===== src/rtl/coldata_i2c_pkg.sv =====
// -----------------------------------------------------------------------------
// coldata_i2c_pkg
// Shared definitions for the coldata_i2c request scheduler:
//   FRAME_W        - width of one engine frame (3 bytes, each followed by an
//                    ack slot, MSB first)
//   ST_*           - response status codes returned to requesters
//   state_t        - scheduler FSM states
//   idx_w()        - width of an index into a requester vector
//   done_status()  - status code for a transaction that the engine completed
// -----------------------------------------------------------------------------
package coldata_i2c_pkg;

  localparam int FRAME_W = 27;

  localparam logic [1:0] ST_OK      = 2'b00;
  localparam logic [1:0] ST_NACK    = 2'b01;
  localparam logic [1:0] ST_TIMEOUT = 2'b10;

  // S_ prefix keeps state names clear of the GAP/TIMEOUT parameters
  typedef enum logic [2:0] {
    S_IDLE  = 3'd0,
    S_ARB   = 3'd1,
    S_START = 3'd2,
    S_WAIT  = 3'd3,
    S_RESP  = 3'd4,
    S_GAP   = 3'd5
  } state_t;

  // Index width for an n-entry requester vector (at least one bit)
  function automatic int idx_w(input int n);
    return (n > 1) ? $clog2(n) : 1;
  endfunction

  // Status of a transaction the engine finished (done seen)
  function automatic logic [1:0] done_status(input logic ack_err);
    return ack_err ? ST_NACK : ST_OK;
  endfunction

endpackage


===== src/rtl/coldata_i2c_rr_arb.sv =====
// -----------------------------------------------------------------------------
// coldata_i2c_rr_arb
// Combinational round-robin pick: returns the first asserted request found
// when searching upward from (i_ptr + 1) mod N_REQ, wrapping around.
// Ports:
//   i_req   [N_REQ]  request vector
//   i_ptr   [PTR_W]  index of the most recent grant
//   o_grant [PTR_W]  index of the winning requester (0 when none)
//   o_any            at least one request is asserted
// -----------------------------------------------------------------------------
module coldata_i2c_rr_arb
  import coldata_i2c_pkg::*;
#(
  parameter int N_REQ = 4,
  parameter int PTR_W = idx_w(N_REQ)
) (
  input  logic [N_REQ-1:0] i_req,
  input  logic [PTR_W-1:0] i_ptr,
  output logic [PTR_W-1:0] o_grant,
  output logic             o_any
);

  // One extra bit so ptr + offset never overflows before the wrap
  localparam int SUM_W = PTR_W + 1;

  logic [SUM_W-1:0] w_sum;
  logic [PTR_W-1:0] w_idx;

  // Priority search; scanning from the farthest offset down to offset 1 lets
  // the closest hit overwrite any farther one, so no early exit is needed
  always_comb begin
    o_grant = {PTR_W{1'b0}};
    o_any   = 1'b0;
    w_sum   = {SUM_W{1'b0}};
    w_idx   = {PTR_W{1'b0}};
    for (int k = N_REQ; k >= 1; k--) begin
      w_sum   = {1'b0, i_ptr} + SUM_W'(k);
      w_sum   = (w_sum >= SUM_W'(N_REQ)) ? (w_sum - SUM_W'(N_REQ)) : w_sum;
      w_idx   = w_sum[PTR_W-1:0];
      o_grant = i_req[w_idx] ? w_idx : o_grant;
      o_any   = o_any | i_req[w_idx];
    end
  end

endmodule


===== src/rtl/coldata_i2c_sched.sv =====
// -----------------------------------------------------------------------------
// coldata_i2c_sched
// Round-robin scheduler sharing one coldata_i2c engine between N_REQ
// requesters in the clk62p5 domain. One frame per transaction; the engine is
// given a level start, the scheduler waits for done or a timeout, returns the
// readback byte and status to the granted requester and then keeps start low
// for a minimum idle gap.
// Ports:
//   clk62p5, aresetn          clock, asynchronous active-low reset
//   req_valid/req_frame       per-requester level request and frame
//   req_ready                 one-cycle accept pulse to the granted requester
//   rsp_valid/data/status     one-cycle completion pulse, byte and status
//   busy                      high while a transaction (ARB..GAP) is active
//   i2c_frame/i2c_start       frame and level start towards the engine
//   i2c_done/rdata/ack_err    engine completion, readback byte, nack flag
// -----------------------------------------------------------------------------
module coldata_i2c_sched
  import coldata_i2c_pkg::*;
#(
  parameter int N_REQ   = 4,
  parameter int TIMEOUT = 4096,
  parameter int GAP     = 8,
  parameter int FRAME_W = coldata_i2c_pkg::FRAME_W
) (
  input  logic                     clk62p5,
  input  logic                     aresetn,
  input  logic [N_REQ-1:0]         req_valid,
  input  logic [N_REQ*FRAME_W-1:0] req_frame,
  output logic [N_REQ-1:0]         req_ready,
  output logic [N_REQ-1:0]         rsp_valid,
  output logic [7:0]               rsp_data,
  output logic [1:0]               rsp_status,
  output logic                     busy,
  output logic [FRAME_W-1:0]       i2c_frame,
  output logic                     i2c_start,
  input  logic                     i2c_done,
  input  logic [7:0]               i2c_rdata,
  input  logic                     i2c_ack_err
);

  localparam int PTR_W  = idx_w(N_REQ);
  localparam int TCNT_W = $clog2(TIMEOUT + 1);
  localparam int GCNT_W = $clog2(GAP + 1);
  localparam logic [TCNT_W-1:0] TCNT_LAST = TCNT_W'(TIMEOUT - 1);
  localparam logic [GCNT_W-1:0] GCNT_LOAD = GCNT_W'(GAP - 1);

  logic [1:0]         r_rst_sync;
  logic               w_rst_n;
  state_t             r_state;
  state_t             w_next;
  logic [PTR_W-1:0]   r_ptr;
  logic [PTR_W-1:0]   r_grant;
  logic [PTR_W-1:0]   w_grant;
  logic               w_any;
  logic [FRAME_W-1:0] w_sel_frame;
  logic [N_REQ-1:0]   w_req_oh;
  logic [N_REQ-1:0]   w_rsp_oh;
  logic               w_tmo;
  logic [TCNT_W-1:0]  r_tcnt;
  logic [GCNT_W-1:0]  r_gcnt;
  logic [FRAME_W-1:0] r_frame;
  logic               r_start;
  logic               r_busy;
  logic [N_REQ-1:0]   r_req_ready;
  logic [N_REQ-1:0]   r_rsp_valid;
  logic [7:0]         r_rsp_data;
  logic [1:0]         r_rsp_status;

  // Reset synchroniser: assertion reaches every flop at once, release is
  // aligned to clk62p5 two edges later
  always_ff @(posedge clk62p5 or negedge aresetn) begin
    if (!aresetn) begin
      r_rst_sync <= 2'b00;
    end else begin
      r_rst_sync <= {r_rst_sync[0], 1'b1};
    end
  end

  assign w_rst_n = r_rst_sync[1];

  coldata_i2c_rr_arb #(
    .N_REQ (N_REQ),
    .PTR_W (PTR_W)
  ) u_arb (
    .i_req   (req_valid),
    .i_ptr   (r_ptr),
    .o_grant (w_grant),
    .o_any   (w_any)
  );

  // Frame of the requester currently winning arbitration
  always_comb begin
    w_sel_frame = {FRAME_W{1'b0}};
    for (int i = 0; i < N_REQ; i++) begin
      w_sel_frame = (w_grant == PTR_W'(i)) ? req_frame[i*FRAME_W +: FRAME_W] : w_sel_frame;
    end
  end

  assign w_req_oh = N_REQ'(1'b1) << w_grant;
  assign w_rsp_oh = N_REQ'(1'b1) << r_grant;
  assign w_tmo    = (r_tcnt == TCNT_LAST);

  // Next-state decode
  always_comb begin
    w_next = r_state;
    case (r_state)
      S_IDLE:  w_next = (|req_valid) ? S_ARB : S_IDLE;
      // A requester may withdraw before the grant; nothing left means idle
      S_ARB:   w_next = w_any ? S_START : S_IDLE;
      S_START: w_next = S_WAIT;
      S_WAIT:  w_next = (i2c_done || w_tmo) ? S_RESP : S_WAIT;
      S_RESP:  w_next = S_GAP;
      // Pending work at gap exit skips the idle cycle
      S_GAP:   w_next = (r_gcnt != {GCNT_W{1'b0}}) ? S_GAP :
                        ((|req_valid) ? S_ARB : S_IDLE);
      default: w_next = S_IDLE;
    endcase
  end

  // State register, counters, grant/frame latches and all registered outputs
  always_ff @(posedge clk62p5 or negedge w_rst_n) begin
    if (!w_rst_n) begin
      r_state      <= S_IDLE;
      r_ptr        <= PTR_W'(N_REQ - 1);
      r_grant      <= {PTR_W{1'b0}};
      r_tcnt       <= {TCNT_W{1'b0}};
      r_gcnt       <= {GCNT_W{1'b0}};
      r_frame      <= {FRAME_W{1'b0}};
      r_start      <= 1'b0;
      r_busy       <= 1'b0;
      r_req_ready  <= {N_REQ{1'b0}};
      r_rsp_valid  <= {N_REQ{1'b0}};
      r_rsp_data   <= 8'h00;
      r_rsp_status <= ST_OK;
    end else begin
      r_state     <= w_next;
      r_busy      <= (w_next != S_IDLE);
      r_req_ready <= {N_REQ{1'b0}};
      r_rsp_valid <= {N_REQ{1'b0}};
      case (r_state)
        S_ARB: begin
          if (w_any) begin
            r_req_ready <= w_req_oh;
            r_frame     <= w_sel_frame;
            r_ptr       <= w_grant;
            r_grant     <= w_grant;
          end
        end
        S_START: begin
          r_start <= 1'b1;
          r_tcnt  <= {TCNT_W{1'b0}};
        end
        S_WAIT: begin
          r_tcnt <= r_tcnt + TCNT_W'(1);
          // Start drops on the edge into RESP, so it is high only for the
          // WAIT cycles; done is tested first so it wins over expiry
          if (i2c_done) begin
            r_start      <= 1'b0;
            r_rsp_valid  <= w_rsp_oh;
            r_rsp_data   <= i2c_rdata;
            r_rsp_status <= done_status(i2c_ack_err);
          end else if (w_tmo) begin
            r_start      <= 1'b0;
            r_rsp_valid  <= w_rsp_oh;
            r_rsp_data   <= 8'h00;
            r_rsp_status <= ST_TIMEOUT;
          end
        end
        S_RESP: begin
          r_start <= 1'b0;
          r_gcnt  <= GCNT_LOAD;
        end
        S_GAP: begin
          if (r_gcnt != {GCNT_W{1'b0}}) begin
            r_gcnt <= r_gcnt - GCNT_W'(1);
          end
        end
        default: begin
          r_start <= r_start;
        end
      endcase
    end
  end

  assign req_ready  = r_req_ready;
  assign rsp_valid  = r_rsp_valid;
  assign rsp_data   = r_rsp_data;
  assign rsp_status = r_rsp_status;
  assign busy       = r_busy;
  assign i2c_frame  = r_frame;
  assign i2c_start  = r_start;

endmodule


===== config.mk =====
export PLATFORM = sky130hd
export DESIGN_NAME = coldata_i2c_sched
export DESIGN_NICKNAME = d
export VERILOG_FILES = /design/src/rtl/coldata_i2c_pkg.sv /design/src/rtl/coldata_i2c_rr_arb.sv /design/src/rtl/coldata_i2c_sched.sv
export SDC_FILE = /design/constraint.sdc
export NUM_CORES = 1
export LEC_CHECK = 0
export BUFFER_PORTS_ARGS = -buffer_cell sky130_fd_sc_hd__buf_2
export CAP_MARGIN = 25
export CORE_ASPECT_RATIO = 1.2
export CORE_MARGIN = 8
export CORE_UTILIZATION = 43
export CTS_CLUSTER_DIAMETER = 30
export CTS_CLUSTER_SIZE = 40
export DETAILED_ROUTE_END_ITERATION = 7
export PLACE_DENSITY = 0.77
export SLEW_MARGIN = 10
export SYNTH_ARGS = -nofsm -noshare
export SYNTH_HDL_FRONTEND = slang
export SYNTH_SLANG_ARGS = --single-unit

===== constraint.sdc =====
create_clock -name clk62p5 -period 2.11 [get_ports clk62p5]
set_input_delay 0.211 -clock clk62p5 [delete_from_list [all_inputs] [get_ports clk62p5]]
set_output_delay 0.211 -clock clk62p5 [all_outputs]
set_load 0.01 [all_outputs]

# After elaboration in Yosys (flattened, before gate mapping)

Cells that the tools add are included.

$add $sub $neg: 10
Order comparisons: 8
Equal/unequal tests: 11
Shifts and indexed selects: 2
Muxes and demuxes: 41
Bitwise gates (word level): 3
Reductions and logical operators: 14

Operators by type and width:

| cell                    | number |
|---|---|
| $mux W27                | 4 |
| $pmux W13 S2            | 1 |
| $mux W4                 | 6 |
| $mux W2                 | 11 |
| $pmux W3 S6             | 1 |
| $mux W8                 | 2 |
| $add A13 B1 Y13 const B | 1 |
| $eq A13 B12 Y1 const B  | 1 |
| $ge A3 B3 Y1 const B    | 4 |
| $lt A2 B3 Y1 const B    | 4 |
| $bmux W1 S2             | 4 |
| $mux W1                 | 8 |
| $pmux W4 S2             | 1 |
| $reduce_and A2 Y1       | 4 |
| $shl A1 B2 Y4 const A   | 2 |
| $sub A2 B1 Y2 const B   | 4 |
| $add A2 B2 Y3 const B   | 2 |
| $eq A3 B2 Y1 const B    | 2 |
| $eq A3 B3 Y1 const B    | 2 |
| $mux W3                 | 2 |
| $reduce_bool A2 Y1      | 3 |
| $reduce_bool A3 Y1      | 2 |
| $eq A2 B2 Y1 const B    | 2 |
| $reduce_bool A4 Y1      | 1 |
| 13 further kinds        | 15 |

Register bits: 73
Bits of input ports: 124
Output and inout bits: 47

# Longest topological paths before layout

Gate-level depths: netlist of the first run.

Depth after elaboration: 14
Gate-level depth with buffers: 8
Depth with buffers taken out: 6

# Cells and area by module

A second synthesis of the first run with hierarchy kept.

Cell total of the unflattened synthesis: 354
Area total of the unflattened synthesis: 3741.1 um^2

Modules (own cells, without submodules):

| module             | instances | cells an instance | area an instance (um^2) |
|---|---|---|---|
| coldata_i2c_sched  | 1         | 340               | 3649.8 |
| coldata_i2c_rr_arb | 1         | 14                | 91.3 |

# Worst setup path before layout of the first run

Ideal clock, no wire load.

Path kind: reg2reg
Start point: register r_ptr[1]
End point: register r_frame[7], in the netlist i2c_frame[7]
Library setup time: 0.094 ns
Arrival: 1.790 ns
Required time: 2.016 ns
Slack: 0.226 ns
Cell stages (with the launch flop): 9
Path buffers: 3
Period minus slack after synthesis: 1.884 ns
Cell sequence: dfstp_2 > buf_2 > mux2i_1 > o22a_1 > o21ai_1 > and3_1 > buf_2 > buf_4 > a221oi_2

Cells in the longest elaborated chain, start to end: 14
Elaborated cells between the ends (all ways): 40

Ends and longest elaborated chain:

| element                                              | RTL line                                           | text |
|---|---|---|
| start, declared                                      | coldata_i2c_sched.sv:51                            | `logic [PTR_W-1:0] r_ptr;` |
| start signal, assigned                               | coldata_i2c_sched.sv:124                           | `r_ptr <= PTR_W'(N_REQ - 1);` |
| start signal, assigned                               | coldata_i2c_sched.sv:145                           | `r_ptr <= w_grant;` |
| $add A2 B3 Y3                                        | coldata_i2c_rr_arb.sv:37                           | `w_sum = {1'b0, i_ptr} + SUM_W'(k);` |
| $ge A3 B3 Y1 / $sub A2 B1 Y2 (equally long branches) | coldata_i2c_rr_arb.sv:38                           | `w_sum = (w_sum >= SUM_W'(N_REQ)) ? (w_sum - SUM_W'(N_REQ)) : w_sum;` |
| $mux W2                                              | coldata_i2c_rr_arb.sv:38                           |  |
| $bmux W1 S2                                          | coldata_i2c_rr_arb.sv:40, coldata_i2c_rr_arb.sv:41 |  |
| $mux W1 (not written as such)                        | coldata_i2c_rr_arb.sv:40, coldata_i2c_rr_arb.sv:41 |  |
| $mux W2 (4 in a row)                                 | coldata_i2c_rr_arb.sv:40                           | `o_grant = i_req[w_idx] ? w_idx : o_grant;` |
| $logic_not A2 Y1                                     | coldata_i2c_sched.sv:95                            | `w_sel_frame = (w_grant == PTR_W'(i)) ? req_frame[i*FRAME_W +: FRAME_W] : w_sel_frame;` |
| $mux W27 (4 in a row)                                | coldata_i2c_sched.sv:95                            |  |
| end signal, assigned                                 | coldata_i2c_sched.sv:128                           | `r_frame <= {FRAME_W{1'b0}};` |
| end signal, assigned                                 | coldata_i2c_sched.sv:144                           | `r_frame <= w_sel_frame;` |
| end, declared                                        | coldata_i2c_sched.sv:61                            | `logic [FRAME_W-1:0] r_frame;` |

Parallel ways exist; a longest one is shown, timed or not. The select of a mux whose other input is x is not followed.
A chain may end at the register's enable or synchronous reset.

# Worst setup path in the final report of the first run

Start point: register r_ptr[1]
End point: register r_frame[20], in the netlist i2c_frame[20]

The elaborated chain is that of the path after synthesis.

==> run_results.csv, run 1 <==
group,metric,value,unit
logic_synthesis,yosys.area_share.simple,10.7,%
logic_synthesis,synthMuxAreaShare,9.09,%
routing,routed_wl,10.8,mm
timing,rsz0062_at_grt,"false",
placement,pre_cts_ws,0.167,ns
die,die_x,101,um
die,rows,37,
power,p_leak,2.51,nW
logic_synthesis,synth_nets,484,
worst_setup_path,worstPathArrival,2.18,ns
clocking,post_cts_buffers,0,
timing,hold_violations,0,
cells_and_area,area_growth,33.0,%
logic_synthesis,yosysTopAreaCell,"dfrtp_1",
logic_synthesis,synth_compound_area_share,22.5,%
global_routing,grt-ovfl-total,0,
logic_synthesis,syn_inst,358,
worst_hold_path,hold-path-endpoint,"rsp_data[2]",
timing,totalNegativeSetupSlack,0,ns
worst_setup_path,critPathMaxStageDelay,0.63,ns
power,p_total,6.46,mW
die,die_area,0.0120,mm^2
cells_and_area,diodes,0,
logic_synthesis,synth_edf_count,0,
worst_hold_path,hold_start,"i2c_rdata[2]",
clocking,root_buffer,"clkbuf_8",
routing,route.detailed.drc,0,
worst_hold_path,whs_path_depth,2,
logic_synthesis,synthAdderAreaFrac,0.669,%
power,vdd_ir_drop_max,683,uV
clocking,cts.sinks,73,
cells_and_area,nets,654,
worst_setup_path,cp_max_fo,28,
logic_synthesis,syn_area_per_cell,10.5,um^2
routing,wl_per_cell,16.6,um
status,status,"complete, no violations",
clocking,clk_pin_slew_worst_paths,0.08,ns
die,core_area,0.00852,mm^2
routing,drtAntennaViolNets,0,
routing,num_vias,3462,
worst_setup_path,reg2reg_to,"i2c_frame[20]",
timing,hold_ws,0.0784,ns
flow_run,cap_violations,0,
logic_synthesis,ys_ff_latch,73,
timing,finalCriticalPeriod,1.93,ns
logic_synthesis,synth_top_family_by_area,"compound AO/OA/AOI/OAI gates",
die,die_h,118,um
power,power.density,1300,mW/mm^2
timing,setup_ws,0.175,ns
logic_synthesis,synth-xor-area-share,0.468,%
worst_setup_path,worstSetupEndpointType,"flip-flop",
cells_and_area,final_cells,650,
routing,first_iter_violations,192,
worst_hold_path,hp-class,"primary input to flip-flop",
placement,gp_congestion,0.867,
logic_synthesis,yosys-top-cells-area,"dfrtp_1 (47%), mux2i_1 (9.1%), a221oi_2 (7.2%)",
clocking,cts_tree,"done",
global_routing,grt_first_pass_wirelength,17.9,mm
logic_synthesis,netlist_area,0.00374,mm^2
worst_setup_path,slowest_stage,"dfstp_2",
timing,fmax,517,MHz
logic_synthesis,async_flop_share,100,%
worst_setup_path,crit_type,"flip-flop to flip-flop",
routing,drt_pass1_iterations,4,
clocking,worstSkewPairLatency,0.35,ns
cells_and_area,layout-drive-gt1-share,42.0,%
die,start_util,43.9,%
global_routing,track_usage,18.5,%
placement,port_buffers,170,
clocking,cts_max_level,3,
logic_synthesis,yosys_warnings,0,
clocking,cts_buffers,9,
timing,skew,0.00405,ns
placement,dp.cells,633,
die,ios,171,
cells_and_area,utilization,58.4,%
clocking,clockBufferDepth,2,
logic_synthesis,synthDistinctLibCells,45,
logic_synthesis,seq_area_frac_synth,48.9,%
global_routing,grt_pass1_vias,3801,
worst_setup_path,r2r-start,"r_ptr[1]",
worst_setup_path,cp_cell_sequence,"mux2i_1 -> o22a_1 -> o21ai_1 -> and3_1 -> buf_12 -> a221oi_1",
worst_setup_path,rrSetupSlack,0.18,ns
logic_synthesis,synth_ff_type,"dfrtp_1",
placement,dpl_cell_area,0.00476,mm^2
worst_setup_path,critPathLaunchType,"flip-flop",
cells_and_area,design_area,0.00498,mm^2
worst_setup_path,r2r_cells,6,
global_routing,antenna_found_initial,0,
routing,vias_per_cell,5.33,
worst_setup_path,critical_path_required,2.36,ns
placement,hpwl,8.29,mm
global_routing,grt_max_degree,72,
timing,fin_crit_sh,91.7,%
timing,drv_slew,0,
logic_synthesis,netlist.area_leader.share,47.5,%
timing,setup_viol,0,
[how the worst max path moves through the flow]
stage	from	slack [ns]	cells after the start	to
after floorplan	r_ptr[1]	0.23	8	i2c_frame[7]
after CTS	r_ptr[0]	0.15	6	i2c_frame[6]
final	r_ptr[1]	0.18	6	i2c_frame[20]
after detailed placement	r_ptr[1]	0.17	6	i2c_frame[20]
after global placement	r_ptr[0]	0.21	6	i2c_frame[6]
after global routing	r_ptr[1]	0.04	6	i2c_frame[16]
[report_power, final]
part           internal (mW)  total [mW]  switching, mW  leakage, nW
clock network          0.611        1.13          0.519        0.103
registers               1.95        2.35          0.398        0.877
logic                   1.38        2.99           1.61         1.53
[sequential cells by signal (all words and copies together), names as in the netlist, 3 cells and up]
register,count
r_tcnt,13
rsp_data,8
req_ready,4
rsp_valid,4
r_state,3
r_gcnt,4
i2c_frame,27
[layout by cell type (no fill, tap or decap), types with 10 or more instances in the layout]
cell type,n
buf_2,170
dfrtp_1,70
inv_1,35
mux2i_1,34
o22ai_1,28
nand2_1,22
nor2_1,21
a221oi_2,18
nor3_1,14
a22o_1,11
clkbuf_8,11
o21ai_1,10
[cell type report]
cell class | count | area, um^2
Clock buffer | 12 | 155
Clock inverter | 4 | 51.3
Fill cell | 758 | 3540
Inverter | 37 | 139
Multi-Input combinational cell | 225 | 1650
Sequential cell | 73 | 1830
Tap cell | 117 | 146
Timing Repair Buffer | 182 | 1010
[cell usage after synthesis, types with 2 or more instances]
master    count
xnor2_1       2
and3_1        5
a221oi_1      9
o22ai_1      28
a221oi_2     18
o211ai_1      2
mux2i_1      34
nor4_1        2
ha_1          2
inv_2         2
a22o_1       11
nand2b_1      6
dfrtp_1      71
buf_2         7
nand3_1       9
o21ai_0       5
inv_1        35
dfstp_2       2
nor3_1       14
o21ai_1      10
nor2_1       22
nand2_1      22
buf_6         2
clkbuf_1     10
a21oi_1       8
[timing repair]
item	in CTS	in global routing
resized for setup	0	0
setup endpoints to repair	0	0
hold buffers	1	0
hold endpoints to repair	2	0
[cell families (layout without fill, tap and decap cells)]
group	Yosys count	after routing
simple gates	85	85
other cells	1	1
xor+xnor	2	2
mux	34	34
flops	73	73
fa+ha+maj	2	2
buf+inv	60	235
compound gates	101	101
[layer usage]
layer / vias up / track usage [%] / share of wire, % / wire [um]
li1: 1657 / - / - / -
met3: 21 / 5.87 / 5.9 / 638
met5: - / 0 / 0 / 0
met2: 130 / 31.4 / 51 / 5510
met4: 0 / 6.54 / 1.7 / 189
met1: 1654 / 21.1 / 41 / 4470
[worst max-delay path, delay by kind of cell (launching register included)]
kind | cells | cell delay, ns
muxes | 1 | 0.21
DFF | 1 | 0.63
and+or+nand+nor | 1 | 0.21
AOI/OAI and AO/OA | 3 | 0.59
buffers and inverters | 1 | 0.18
No activity file was read; power rests on OpenSTA's default activity.
==> run 2: changes to the inputs <==
Settings changed: ABC_AREA set to 1, CORE_UTILIZATION 43 to 44.
==> run_results.csv, run 2 <==
group,metric,value,unit
logic_synthesis,yosysTopAreaCell,"dfrtp_1",
placement,gp_congestion,0.943,
worst_setup_path,worstSetupEndpointType,"flip-flop",
worst_setup_path,cp_max_fo,9,
logic_synthesis,yosys-top-cells-area,"dfrtp_1 (44%), nand2_1 (17%), nand3_1 (5.3%)",
timing,skew,0.0103,ns
cells_and_area,multi_input_area,0.00199,mm^2
worst_hold_path,hold-path-endpoint,"rsp_data[3]",
cells_and_area,final_cells,859,
routing,drtAntennaViolNets,0,
worst_setup_path,critical_path_required,2.41,ns
die,core_area,0.00903,mm^2
cells_and_area,nets,862,
clocking,cts_buffers,9,
clocking,cts_tree,"done",
routing,routed_wl,13.4,mm
logic_synthesis,async_flop_share,100,%
logic_synthesis,netlist.area_leader.share,43.8,%
routing,vias_per_cell,5.06,
logic_synthesis,synth_edf_count,0,
logic_synthesis,synthDistinctLibCells,41,
worst_setup_path,crit_type,"flip-flop to flip-flop",
die,start_util,44.9,%
logic_synthesis,netlist_area,0.00406,mm^2
worst_hold_path,hold_start,"i2c_rdata[3]",
logic_synthesis,yosys_warnings,0,
global_routing,grt_pass1_vias,4665,
die,die_x,104,um
timing,fmax,479,MHz
global_routing,grt-ovfl-total,0,
power,p_total,9.83,mW
placement,port_buffers,170,
placement,hpwl,10.3,mm
cells_and_area,area_growth,37.7,%
routing,drt_pass1_iterations,4,
cells_and_area,fillers,811,
die,rows,38,
routing,first_iter_violations,156,
clocking,cts.sinks,73,
cells_and_area,diodes,0,
global_routing,track_usage,21.3,%
die,die_h,121,um
timing,tightest_slew,0.519,ns
worst_setup_path,worstPathArrival,2.38,ns
cells_and_area,design_area,0.00559,mm^2
clocking,worstSkewPairLatency,0.35,ns
timing,drv_slew,0,
global_routing,grt_max_degree,40,
die,ios,171,
cells_and_area,mostFrequentLayoutCell,"buf_2",
timing,setup_viol,0,
logic_synthesis,ys_ff_latch,73,
timing,finalCriticalPeriod,2.09,ns
routing,num_vias,4347,
cells_and_area,layout_common_cells,"buf_2 (170), nand2_1 (167), dfrtp_1 (70), inv_1 (50), nand2_2 (39)",
clocking,clockBufferDepth,2,
logic_synthesis,synth_nets,668,
cells_and_area,layout-drive-gt1-share,39.8,%
worst_setup_path,reg2reg_to,"i2c_frame[4]",
logic_synthesis,syn_area_per_cell,7.49,um^2
worst_setup_path,critPathLaunchType,"flip-flop",
power,vdd_ir_drop_max,1390,uV
logic_synthesis,syn_inst,542,
power,p_leak,3.10,nW
worst_hold_path,whs_path_depth,3,
worst_setup_path,r2r-start,"r_ptr[0]",
placement,dp.cells,830,
worst_setup_path,rrSetupSlack,0.02,ns
timing,rsz0062_at_grt,"true",
worst_hold_path,hp-class,"primary input to flip-flop",
timing,hold_violations,0,
clocking,clk_pin_slew_worst_paths,0.08,ns
power,power.density,1760,mW/mm^2
logic_synthesis,synth.most_common_cell,"nand2_1",
die,die_area,0.0126,mm^2
clocking,cts_max_level,3,
global_routing,antenna_found_initial,3,
timing,hold_ws,0.0600,ns
logic_synthesis,synth_ff_type,"dfrtp_1",
routing,wl_per_cell,15.6,um
global_routing,grt_first_pass_wirelength,21.7,mm
clocking,root_buffer,"clkbuf_8",
placement,dpl_cell_area,0.00511,mm^2
timing,slew_headroom,65.1,%
logic_synthesis,ys_top_cells_by_count,"nand2_1 (181), dfrtp_1 (71), inv_1 (52), nand3_1 (43), o21ai_0 (38)",
logic_synthesis,seq_area_frac_synth,45.1,%
status,status,"complete, no violations",
cells_and_area,largest_reg_flops,27,
worst_setup_path,r2r_cells,16,
flow_run,cap_violations,0,
routing,route.detailed.drc,0,
cells_and_area,ff_latch_area,0.00183,mm^2
timing,fin_crit_sh,98.9,%
run 2: cell types whose count changed after synthesis, moves of 18 or more:
cell      delta
a221oi_2    -18
mux2i_1     -34
nand2_1    +159
nand2_2     +25
nand3_1     +34
o21ai_0     +33
o22ai_1     -26
run 2: area by class of cell:
type,count,area share (%)
Tap cell,120,2.69
Timing Repair Buffer,203,21.5
Timing Repair inverter,1,0.134
Inverter,59,4.05
Sequential cell,73,32.8
Clock buffer,11,2.53
Multi-Input combinational cell,389,35.5
Clock inverter,3,0.761
run 2: worst max-delay path by stage:
stage | startpoint | end | slack, ns | depth (start not counted)
global route | r_ptr[0] | i2c_frame[16] | -0.11 | 16
global placement | r_ptr[0] | i2c_frame[16] | 0.05 | 16
detailed placement | r_ptr[0] | i2c_frame[18] | 0.008 | 15
finish | r_ptr[0] | i2c_frame[4] | 0.02 | 16
floorplan | r_ptr[0] | i2c_frame[0] | 0.22 | 15
CTS | r_ptr[0] | i2c_frame[16] | 0.008 | 16
run 2: what timing repair did:
action	CTS	global route
cloned	0	4
pin swaps	0	13
resized for setup	2	39
hold buffers	1	0
setup buffers	0	10
endpoints found under the setup margin	3	46
hold endpoints to repair	2	0
run 2: critical path: stages, from the launching register on:
cell and delay [ns]:
dfstp_2 0.60, inv_4 0.08, nand2_1 0.07, nand2_2 0.07, nand2_2 0.08, nand2_2 0.07
nand2_4 0.08, nand2_2 0.06, nand2_4 0.10, nand2_8 0.07, buf_12 0.14, nor2_8 0.19
clkbuf_16 0.19, nand2_2 0.04, nand3_1 0.08, nand2_1 0.05, nand2_1 0.05
run 2: power breakdown:
part,switching (mW),total (mW),internal (mW)
Clock,0.483,1.05,0.563
Sequential,0.349,2.30,1.95
Combinational,3.75,6.49,2.73
Total,4.58,9.83,5.24
run 2: kinds of logic after synthesis:
group | Yosys count | synth area share (%)
AO/OA/AOI/OAI | 71 | 9.62
other | 1 | 0.0924
AND/OR/NAND/NOR | 311 | 34.6
adder cells (fa/ha/maj) | 2 | 0.616
XOR/XNOR | 4 | 0.863
buffers and inverters | 80 | 9.12
flip-flops | 73 | 45.1
run 2: through the flow:
stage               utilization, %  setup TNS [ns]  worst slack [ns]
floorplan                        -               0             0.222
global placement              56.6               0            0.0507
detailed placement            56.6               0           0.00804
CTS                           58.8               0           0.00842
global route                  61.9           -2.32            -0.114
finish                        61.9               0            0.0240
run 2: metal layers:
layer	GRT usage [%]	vias up	share of wire, %
met2	35.4	181	48
met4	11.1	6	3.6
li1	-	2115	-
met1	22.8	2008	39
met5	0	-	0.34
met3	8.93	37	9.2
